### src/rtl/uart_term_wr_arbiter_pkg.sv
// Shared terminal definitions plus arbiter state encoding for uart_term_wr_arbiter.
// Also the home of the clog2 helper used for index widths.
package uart_term_wr_arbiter_pkg;

  localparam int TERM_DW = 8;
  localparam int TERM_AW = 8;
  localparam logic [7:0] TERM_EOF = 8'hFF;

  typedef enum logic {
    ST_IDLE  = 1'b0,
    ST_BURST = 1'b1
  } arb_state_e;

  // Minimum result of 1 keeps index vectors legal for tiny configurations.
  function automatic int clog2(input int n);
    int r;
    r = 0;
    while ((1 << r) < n) r++;
    return (r < 1) ? 1 : r;
  endfunction

endpackage

### src/rtl/uart_term_wr_arbiter_if.sv
// Producer-side request bundle and handler-side write channel of the terminal write arbiter.
// Handshake: a beat moves on a clock edge where valid & ready are both high; the source holds
//   valid/data/addr/last stable until it sees ready, and ready never waits on anything but the sink.
interface uart_term_wr_arbiter_if
  import uart_term_wr_arbiter_pkg::*;
#(
  parameter int NUM_REQ = 4,
  parameter int DW      = TERM_DW,
  parameter int AW      = TERM_AW
);

  logic [NUM_REQ-1:0]    req_valid;
  logic [NUM_REQ*DW-1:0] req_data;
  logic [NUM_REQ*AW-1:0] req_addr;
  logic [NUM_REQ-1:0]    req_last;
  logic [NUM_REQ-1:0]    req_ready;

  logic                  w_valid;
  logic                  w_ready;
  logic [DW-1:0]         w_data;
  logic [AW-1:0]         w_addr;
  logic                  w_last;

  // master: the arbiter, driving the handler write port and producer readies
  modport master (
    input  req_valid, req_data, req_addr, req_last, w_ready,
    output req_ready, w_valid, w_data, w_addr, w_last
  );

  // slave: the producers and the terminal handler around the arbiter
  modport slave (
    output req_valid, req_data, req_addr, req_last, w_ready,
    input  req_ready, w_valid, w_data, w_addr, w_last
  );

endinterface

### src/rtl/uart_term_rr_pick.sv
// Combinational round-robin picker: first asserted request strictly after ptr, wrapping,
// so the requester at ptr itself is considered last.
module uart_term_rr_pick
  import uart_term_wr_arbiter_pkg::*;
#(
  parameter int NUM_REQ = 4,
  localparam int IW = clog2(NUM_REQ)
) (
  input  logic [NUM_REQ-1:0] req_i,
  input  logic [IW-1:0]      ptr_i,
  output logic               any_o,
  output logic [IW-1:0]      idx_o
);

  int   pos;
  logic found;

  assign any_o = |req_i;

  always_comb begin
    idx_o = '0;
    found = 1'b0;
    pos   = 0;
    for (int k = 1; k <= NUM_REQ; k++) begin
      pos = int'(ptr_i) + k;
      if (pos >= NUM_REQ) pos = pos - NUM_REQ;
      if (!found && req_i[pos[IW-1:0]]) begin
        idx_o = pos[IW-1:0];
        found = 1'b1;
      end
    end
  end

endmodule

### src/rtl/uart_term_wr_arbiter.sv
// Round-robin whole-message arbiter in front of the uart_terminal_handler write port.
// Optional stalled-grantee release is built with `define ARB_TIMEOUT_EN.
module uart_term_wr_arbiter
  import uart_term_wr_arbiter_pkg::*;
#(
  parameter int NUM_REQ     = 4,
  parameter int DW          = TERM_DW,
  parameter int AW          = TERM_AW,
  parameter int TIMEOUT_CYC = 1024,
  localparam int IW = clog2(NUM_REQ)
) (
  input  logic                      clk,
  input  logic                      rst_n,
  uart_term_wr_arbiter_if.master    bus,
  output logic                      busy,
  output logic [IW-1:0]             grant_id,
  output logic                      err_timeout,
  output arb_state_e                dbg_state
);

  arb_state_e    state_q, state_d;
  logic [IW-1:0] grant_q, grant_d;
  logic [IW-1:0] ptr_q, ptr_d;
  logic [IW-1:0] pick_idx;
  logic          pick_any;
  logic          g_valid, g_last, beat, tmo_hit;
  logic [DW-1:0] g_data;
  logic [AW-1:0] g_addr;

  uart_term_rr_pick #(.NUM_REQ(NUM_REQ)) u_pick (
    .req_i (bus.req_valid),
    .ptr_i (ptr_q),
    .any_o (pick_any),
    .idx_o (pick_idx)
  );

  assign g_valid = bus.req_valid[grant_q];
  assign g_last  = bus.req_last[grant_q];
  assign g_data  = bus.req_data[grant_q*DW +: DW];
  assign g_addr  = bus.req_addr[grant_q*AW +: AW];
  assign beat    = (state_q == ST_BURST) && g_valid && bus.w_ready;

`ifdef ARB_TIMEOUT_EN
  localparam int CW = clog2(TIMEOUT_CYC) + 1;
  logic [CW-1:0] cnt_q, cnt_d;
  logic          err_q, err_d;

  assign tmo_hit = (state_q == ST_BURST) && !g_valid && (cnt_q == CW'(TIMEOUT_CYC - 1));

  // Counter sits at zero throughout IDLE, so every BURST entry starts clean.
  always_comb begin
    cnt_d = cnt_q;
    err_d = err_q;
    if (state_q == ST_IDLE || beat) begin
      cnt_d = '0;
    end else if (!g_valid) begin
      if (tmo_hit) begin
        cnt_d = '0;
        err_d = 1'b1;
      end else begin
        cnt_d = cnt_q + CW'(1);
      end
    end
  end

  always_ff @(posedge clk) begin
    if (!rst_n) begin
      cnt_q <= '0;
      err_q <= 1'b0;
    end else begin
      cnt_q <= cnt_d;
      err_q <= err_d;
    end
  end

  assign err_timeout = rst_n && err_q;
`else
  assign tmo_hit     = 1'b0;
  assign err_timeout = 1'b0;
`endif

  always_comb begin
    state_d = state_q;
    grant_d = grant_q;
    ptr_d   = ptr_q;
    case (state_q)
      ST_IDLE: begin
        if (pick_any) begin
          grant_d = pick_idx;
          state_d = ST_BURST;
        end
      end
      ST_BURST: begin
        if ((beat && g_last) || tmo_hit) begin
          ptr_d   = grant_q;
          state_d = ST_IDLE;
        end
      end
      default: state_d = ST_IDLE;
    endcase
  end

  always_ff @(posedge clk) begin
    if (!rst_n) begin
      state_q <= ST_IDLE;
      grant_q <= '0;
      ptr_q   <= IW'(NUM_REQ - 1);
    end else begin
      state_q <= state_d;
      grant_q <= grant_d;
      ptr_q   <= ptr_d;
    end
  end

  // Outputs are forced low while rst_n is held, not just after the reset edge.
  always_comb begin
    bus.w_valid   = 1'b0;
    bus.w_data    = '0;
    bus.w_addr    = '0;
    bus.w_last    = 1'b0;
    bus.req_ready = '0;
    if (rst_n && state_q == ST_BURST) begin
      bus.w_valid            = g_valid;
      bus.w_data             = g_data;
      bus.w_addr             = g_addr;
      bus.w_last             = g_last;
      bus.req_ready[grant_q] = bus.w_ready;
    end
  end

  assign busy      = rst_n && (state_q == ST_BURST);
  assign grant_id  = rst_n ? grant_q : '0;
  assign dbg_state = rst_n ? state_q : ST_IDLE;

endmodule

### src/flat_wrapper.sv
// flat-port wrapper written by rule: the top's interface ports become plain ports
module uart_term_wr_arbiter_flat import uart_term_wr_arbiter_pkg::*;
#(
  parameter int NUM_REQ     = 4,
  parameter int DW          = TERM_DW,
  parameter int AW          = TERM_AW,
  parameter int TIMEOUT_CYC = 1024,
  localparam int IW = clog2(NUM_REQ)
)
  (clk, rst_n, busy, grant_id, err_timeout, dbg_state, bus_req_valid, bus_req_data, bus_req_addr, bus_req_last, bus_w_ready, bus_req_ready, bus_w_valid, bus_w_data, bus_w_addr, bus_w_last);
  uart_term_wr_arbiter_if #(.NUM_REQ(NUM_REQ), .DW(DW), .AW(AW)) bus_i ();
  input  logic clk;
  input  logic rst_n;
  output logic busy;
  output logic [IW-1:0] grant_id;
  output logic err_timeout;
  output arb_state_e dbg_state;
  input wire logic [$bits(bus_i.req_valid)-1:0] bus_req_valid;
  input wire logic [$bits(bus_i.req_data)-1:0] bus_req_data;
  input wire logic [$bits(bus_i.req_addr)-1:0] bus_req_addr;
  input wire logic [$bits(bus_i.req_last)-1:0] bus_req_last;
  input wire logic [$bits(bus_i.w_ready)-1:0] bus_w_ready;
  output wire logic [$bits(bus_i.req_ready)-1:0] bus_req_ready;
  output wire logic [$bits(bus_i.w_valid)-1:0] bus_w_valid;
  output wire logic [$bits(bus_i.w_data)-1:0] bus_w_data;
  output wire logic [$bits(bus_i.w_addr)-1:0] bus_w_addr;
  output wire logic [$bits(bus_i.w_last)-1:0] bus_w_last;
  assign bus_i.req_valid = bus_req_valid;
  assign bus_i.req_data = bus_req_data;
  assign bus_i.req_addr = bus_req_addr;
  assign bus_i.req_last = bus_req_last;
  assign bus_i.w_ready = bus_w_ready;
  assign bus_req_ready = bus_i.req_ready;
  assign bus_w_valid = bus_i.w_valid;
  assign bus_w_data = bus_i.w_data;
  assign bus_w_addr = bus_i.w_addr;
  assign bus_w_last = bus_i.w_last;
  uart_term_wr_arbiter #(.NUM_REQ(NUM_REQ), .DW(DW), .AW(AW), .TIMEOUT_CYC(TIMEOUT_CYC)) u_core (.clk(clk), .rst_n(rst_n), .bus(bus_i), .busy(busy), .grant_id(grant_id), .err_timeout(err_timeout), .dbg_state(dbg_state));
endmodule
### config.mk
export PLATFORM = sky130hd
export DESIGN_NAME = uart_term_wr_arbiter_flat
export DESIGN_NICKNAME = d
export VERILOG_FILES = /design/src/rtl/uart_term_wr_arbiter_pkg.sv /design/src/rtl/uart_term_wr_arbiter_if.sv /design/src/rtl/uart_term_rr_pick.sv /design/src/rtl/uart_term_wr_arbiter.sv /design/src/flat_wrapper.sv
export SDC_FILE = /design/constraint.sdc
export NUM_CORES = 1
export LEC_CHECK = 0
export ABC_AREA = 1
export CORE_ASPECT_RATIO = 1.1
export CORE_MARGIN = 4
export CORE_UTILIZATION = 31
export DETAILED_ROUTE_END_ITERATION = 10
export GPL_ROUTABILITY_DRIVEN = 0
export PLACE_DENSITY = 0.9
export RECOVER_POWER = 100
export SLEW_MARGIN = 20
export SYNTH_ARGS = -nofsm -noshare
export SYNTH_HDL_FRONTEND = slang
export SYNTH_SLANG_ARGS = --single-unit
### constraint.sdc
create_clock -name clk -period 4.35 [get_ports clk]
set_input_delay 1.305 -clock clk [delete_from_list [all_inputs] [get_ports clk]]
set_output_delay 1.305 -clock clk [all_outputs]
set_load 0.02 [all_outputs]
## Word level (Yosys, flattened, before mapping)

Cells that the tools add are included.

- $add $sub $neg: 8
- Bitwise operators: 2
- Reductions and logical operators: 14
- $lt $le $gt $ge: 10
- Multiplexer cells: 35
- Shifts and indexed selects: 2

Operators with widths:

| cell | number |
|---|---|
| 32-bit by 6-bit variable part select with 8-bit output | 2 |
| 2-bit 2-to-1 mux | 9 |
| 8-bit 2-to-1 mux | 2 |
| 2-bit by 3-bit < comparator with 1-bit output (second input constant) | 5 |
| 1-bit 2-to-1 mux | 15 |
| 1-bit binary-select mux with 2-bit select | 6 |
| 3-bit greater-or-equal comparator (second input constant) | 3 |
| 1-bit logical AND | 8 |
| 2-bit by 1-bit subtractor with 2-bit output (second input constant) | 4 |
| 2-bit by 2-bit adder with 3-bit output (second input constant) | 2 |
| 2-bit by 3-bit adder with 4-bit output (second input constant) | 1 |
| 4-bit AND | 1 |
| 4-bit by 3-bit greater-or-equal comparator with 1-bit output (second input constant) | 1 |
| 4-bit 2-to-1 mux | 1 |
| 2-bit AND reduction | 2 |
| 4-bit OR reduction | 1 |
| 2-bit by 1-bit adder with 3-bit output (second input constant) | 1 |
| 1-bit logical NOT | 3 |
| 1-bit demux with 2-bit select | 1 |
| 2-bit by 1-bit greater-or-equal comparator with 1-bit output (second input constant) | 1 |
| 1-bit one-hot mux with 2 select lines | 1 |
| 1-bit inverter | 1 |

- Bits of input ports: 75
- Output and inout bits: 27
- Register bits: 5
- Word-level logic and storage cells: 74

## Logic depth before layout (Yosys ltp)

- Word-level depth: 15
- Mapped depth: 11
- Depth with buffers taken out: 10

## Hierarchy

Synthesis repeated with hierarchy kept, for this count alone.

- Cells, all modules: 209
- Area, all modules: 1283.7 um2

Modules (own cells, without submodules):

| module | instances | sequential area each (um2) | cells an instance | area an instance (um2) |
|---|---|---|---|---|
| uart_term_wr_arbiter | 1 | 100.1 | 159 | 982.2 |
| uart_term_rr_pick | 1 | 0.0 | 50 | 301.5 |

## Least setup slack after synthesis

OpenSTA, ideal clock, no wires.

- Path type: input to output
- Start point: input port rst_n
- End point: output port bus_req_ready[0]
- Arrival: 2.523 ns
- Slack: 0.522 ns
- Data required time: 3.045 ns
- Buffers on the path: 1
- Cell stages on the path: 5
- Path through: clkbuf_1 -> nand2_1 -> inv_1 -> nand2_1 -> nor3_1

- Cells in the longest elaborated chain, start to end: 2

Ends and longest elaborated chain:

| what | RTL line | text |
|---|---|---|
| start, declared | flat_wrapper.sv:13 | `input logic rst_n;` |
| 1-bit logical AND | n/a |  |
| net busy | flat_wrapper.sv:14 | `output logic busy;` |
| 4-bit 2-to-1 mux | uart_term_wr_arbiter.sv:122 | `if (rst_n && state_q == ST_BURST) begin` |
| end, declared | flat_wrapper.sv:23 | `output wire logic [$bits(bus_i.req_ready)-1:0] bus_req_ready;` |

The timed path passes the listed nets, and every way through them passes these cells.

## Final worst setup path

- Start point: input port rst_n
- End point: output port bus_w_data[5]

- Cells in the longest elaborated chain, start to end: 2

Ends and longest elaborated chain:

| what | RTL line | text |
|---|---|---|
| 1-bit logical AND | uart_term_wr_arbiter.sv:122 |  |
| 8-bit 2-to-1 mux | uart_term_wr_arbiter.sv:122 |  |
| end, declared | flat_wrapper.sv:25 | `output wire logic [$bits(bus_i.w_data)-1:0] bus_w_data;` |

No other way between the ends.

==> flow_metrics.py <==
metrics = {
    "worst_setup_path": {
        "critPathMaxFanout": 11,
        "critPathLaunchType": "input port",
        "cp.arrival_ns": 2.92,
        "ff2ff_path_depth": 8,
        "required_ns": 3.04,
        "end_kind": "output pin",
        "r2r_slack_ns": 2.59,
        "setup.worst_path.class": "input port to output pin",
    },
    "detailed_routing": {
        "drcViolationCount": 0,
        "viasPerCell": 5.23,
        "ant_nets": 0,
        "wl_mm": 4.53,
        "via_count": 1641,
        "wl_per_cell_um": 14.4,
        "drtIter0Drc": 90,
        "first_pass_iters": 4,
    },
    "global_route": {
        "grt_pass1_vias": 1650,
        "grt_max_degree": 19,
        "grt_usage_pct": 23.3,
        "antenna_found_initial": 0,
        "grt_pass1_wl_mm": 7.10,
        "overflow": 0,
    },
    "sta": {
        "setup_ws_ns": 0.129,
        "final-hold-violation-count": 0,
        "setup_viol": 0,
        "clock.fmax_mhz": 237,
        "fin_hold_ws_ns": 0.559,
        "rsz0062_at_grt": "no",
        "tightest_slew_ns": 0.506,
        "slew_headroom_pct": 66.1,
        "clock_skew_ns": 0.00258,
        "fin_setup_tns_ns": 0,
        "min_period_ns": 4.22,
        "final_max_slew_viol_count": 0,
        "period_share_pct": 97.0,
    },
    "place": {
        "placed_area_um2": 1990,
        "dp_cells": 310,
        "dp_hpwl_mm": 3.85,
        "post-place-ws_ns": 0.148,
        "io_buffers": 100,
    },
    "die": {
        "die_h_um": 66.7,
        "die_x_um": 61.3,
        "ios": 102,
        "core-area_um2": 3020,
        "start_util_pct": 32.1,
        "rows": 21,
        "die-area_um2": 4090,
    },
    "power_and_ir_drop": {
        "p_leak_nw": 0.889,
        "power_density_nw_per_um2": 237,
        "ir_drop_v": 0.000136,
    },
    "synthesis": {
        "yosys-top-cells-count": "75 x nand2_1, 16 x a22oi_1, 16 x a31oi_1, 14 x inv_1, 12 x nand3_1",
        "syn_avg_cell_area_um2": 5.36,
        "synthDominantAreaCellType": "nand2_1",
        "netlist_instances": 181,
        "synth_area_um2": 970,
        "synth.top_cell.area_share_pct": 29.0,
        "synthTopCellsByArea": "nand2_1 29%, a22oi_1 12%, a31oi_1 10%, dfxtp_1 10%, nand3_1 6.2%",
        "synth_nets": 256,
        "synth_cell_types": 27,
        "synth_most_common_cell": "nand2_1",
        "synth-seq-cells": 5,
        "yosys_warnings": 0,
        "synth_ff_type": "dfxtp_1",
        "synth_edf_count": 0,
        "ys_seq_area_share_pct": 10.3,
        "async_flop_share_pct": 0,
    },
    "cells_and_area": {
        "final_cell_area_um2": 1990,
        "syn_to_final_growth_pct": 106,
        "drive_gt1_share_pct": 5.00,
        "instances_no_fill": 314,
        "nets": 356,
        "n_antenna_cell": 0,
    },
    "clock_network": {
        "root_buffer": "clkbuf_4",
        "cts_buffers": 3,
        "clock_path_buffers": 2,
        "clkTransAtPathRegs_ns": 0.04,
        "post_cts_buffers": 0,
        "cts_tree": "built",
        "clock_latency_ns": 0.24,
        "h-tree-depth": 1,
        "cts.sinks": 5,
        "cts_resized": 0,
        "holdBufCountCts": 0,
    },
    "run": {
        "drv_cap": 0,
    },
    "hold_path": {
        "hold_class": "flip-flop to flip-flop",
        "hold_path_depth": 2,
    },
    "status": {
        "status": "complete, no violations",
    },
}
==> per-layer routing <==
metal,track usage [%],part of all wire [%]
met1,24.7,39
met2,40.7,50
met3,8.14,9.4
met4,9.21,2.5
met5,0,0
==> area by class of cell <==
type	count	area [µm²]
clock buffer	4	26.3
sequential	5	100
tap	34	42.5
timing repair buffer	105	1030
fill	258	1030
inverter	19	73.8
multi-input combinational	147	717
==> through the flow <==
stage                     utilization [%]  power, mW
after floorplan                         -      0.275
after CTS                            66.6      0.494
after global placement               65.7      0.434
after detailed placement             65.7      0.439
after global routing                 66.0      0.518
final                                66.0      0.473
==> cells by family after synthesis <==
logic type,Yosys count,share of synthesized area (%)
flops,5,10.3
buf+inv,29,14.3
simple gates,105,46.2
other cells,1,0.387
compound gates,41,28.8
==> cells in the final DEF (no fill, tap or decap), types with 2 or more instances in the layout <==
cell type,Yosys,final
o21ai_0,3,3
clkbuf_4,0,3
clkbuf_1,2,2
clkdlybuf4s50_1,0,75
a21oi_1,2,2
nand2_1,75,76
buf_4,2,4
a31oi_1,16,16
nand3_1,12,13
dfxtp_1,5,5
nor3_1,2,2
nor2_4,2,2
inv_1,14,14
nor2_1,7,7
o21ai_1,2,2
inv_2,3,3
nand4_1,3,3
dlygate4sd3_1,0,25
a22oi_1,16,16
==> worst max-delay path, stage by stage <==
cell and delay [ns]:
clkdlybuf4s50_1 0.47, nand2_1 0.08, buf_4 0.19, a31oi_1 0.14, dlygate4sd3_1 0.72
==> flip-flops by register name, indices dropped and copies added (netlist names) <==
| register | count |
|---|---|
| u_core.grant_q | 2 |
| u_core.ptr_q | 2 |
| u_core.state_q | 1 |
==> power by group <==
part,switching [mW],total (mW),internal (mW)
combinational,0.188,0.350,0.163
sequential,0.0170,0.0709,0.0538
clock,0.0178,0.0524,0.0346
total,0.222,0.473,0.251
==> final timing paths <==
path	startpoint	end
worst min-delay path	u_core.ptr_q[1]	u_core.ptr_q[1]
worst max-delay path	rst_n	bus_w_data[5]
worst min register to register	u_core.ptr_q[1]	u_core.ptr_q[1]
worst max register to register	u_core.grant_q[0]	u_core.state_q
Note: power is estimated with default switching activity, not from simulation.
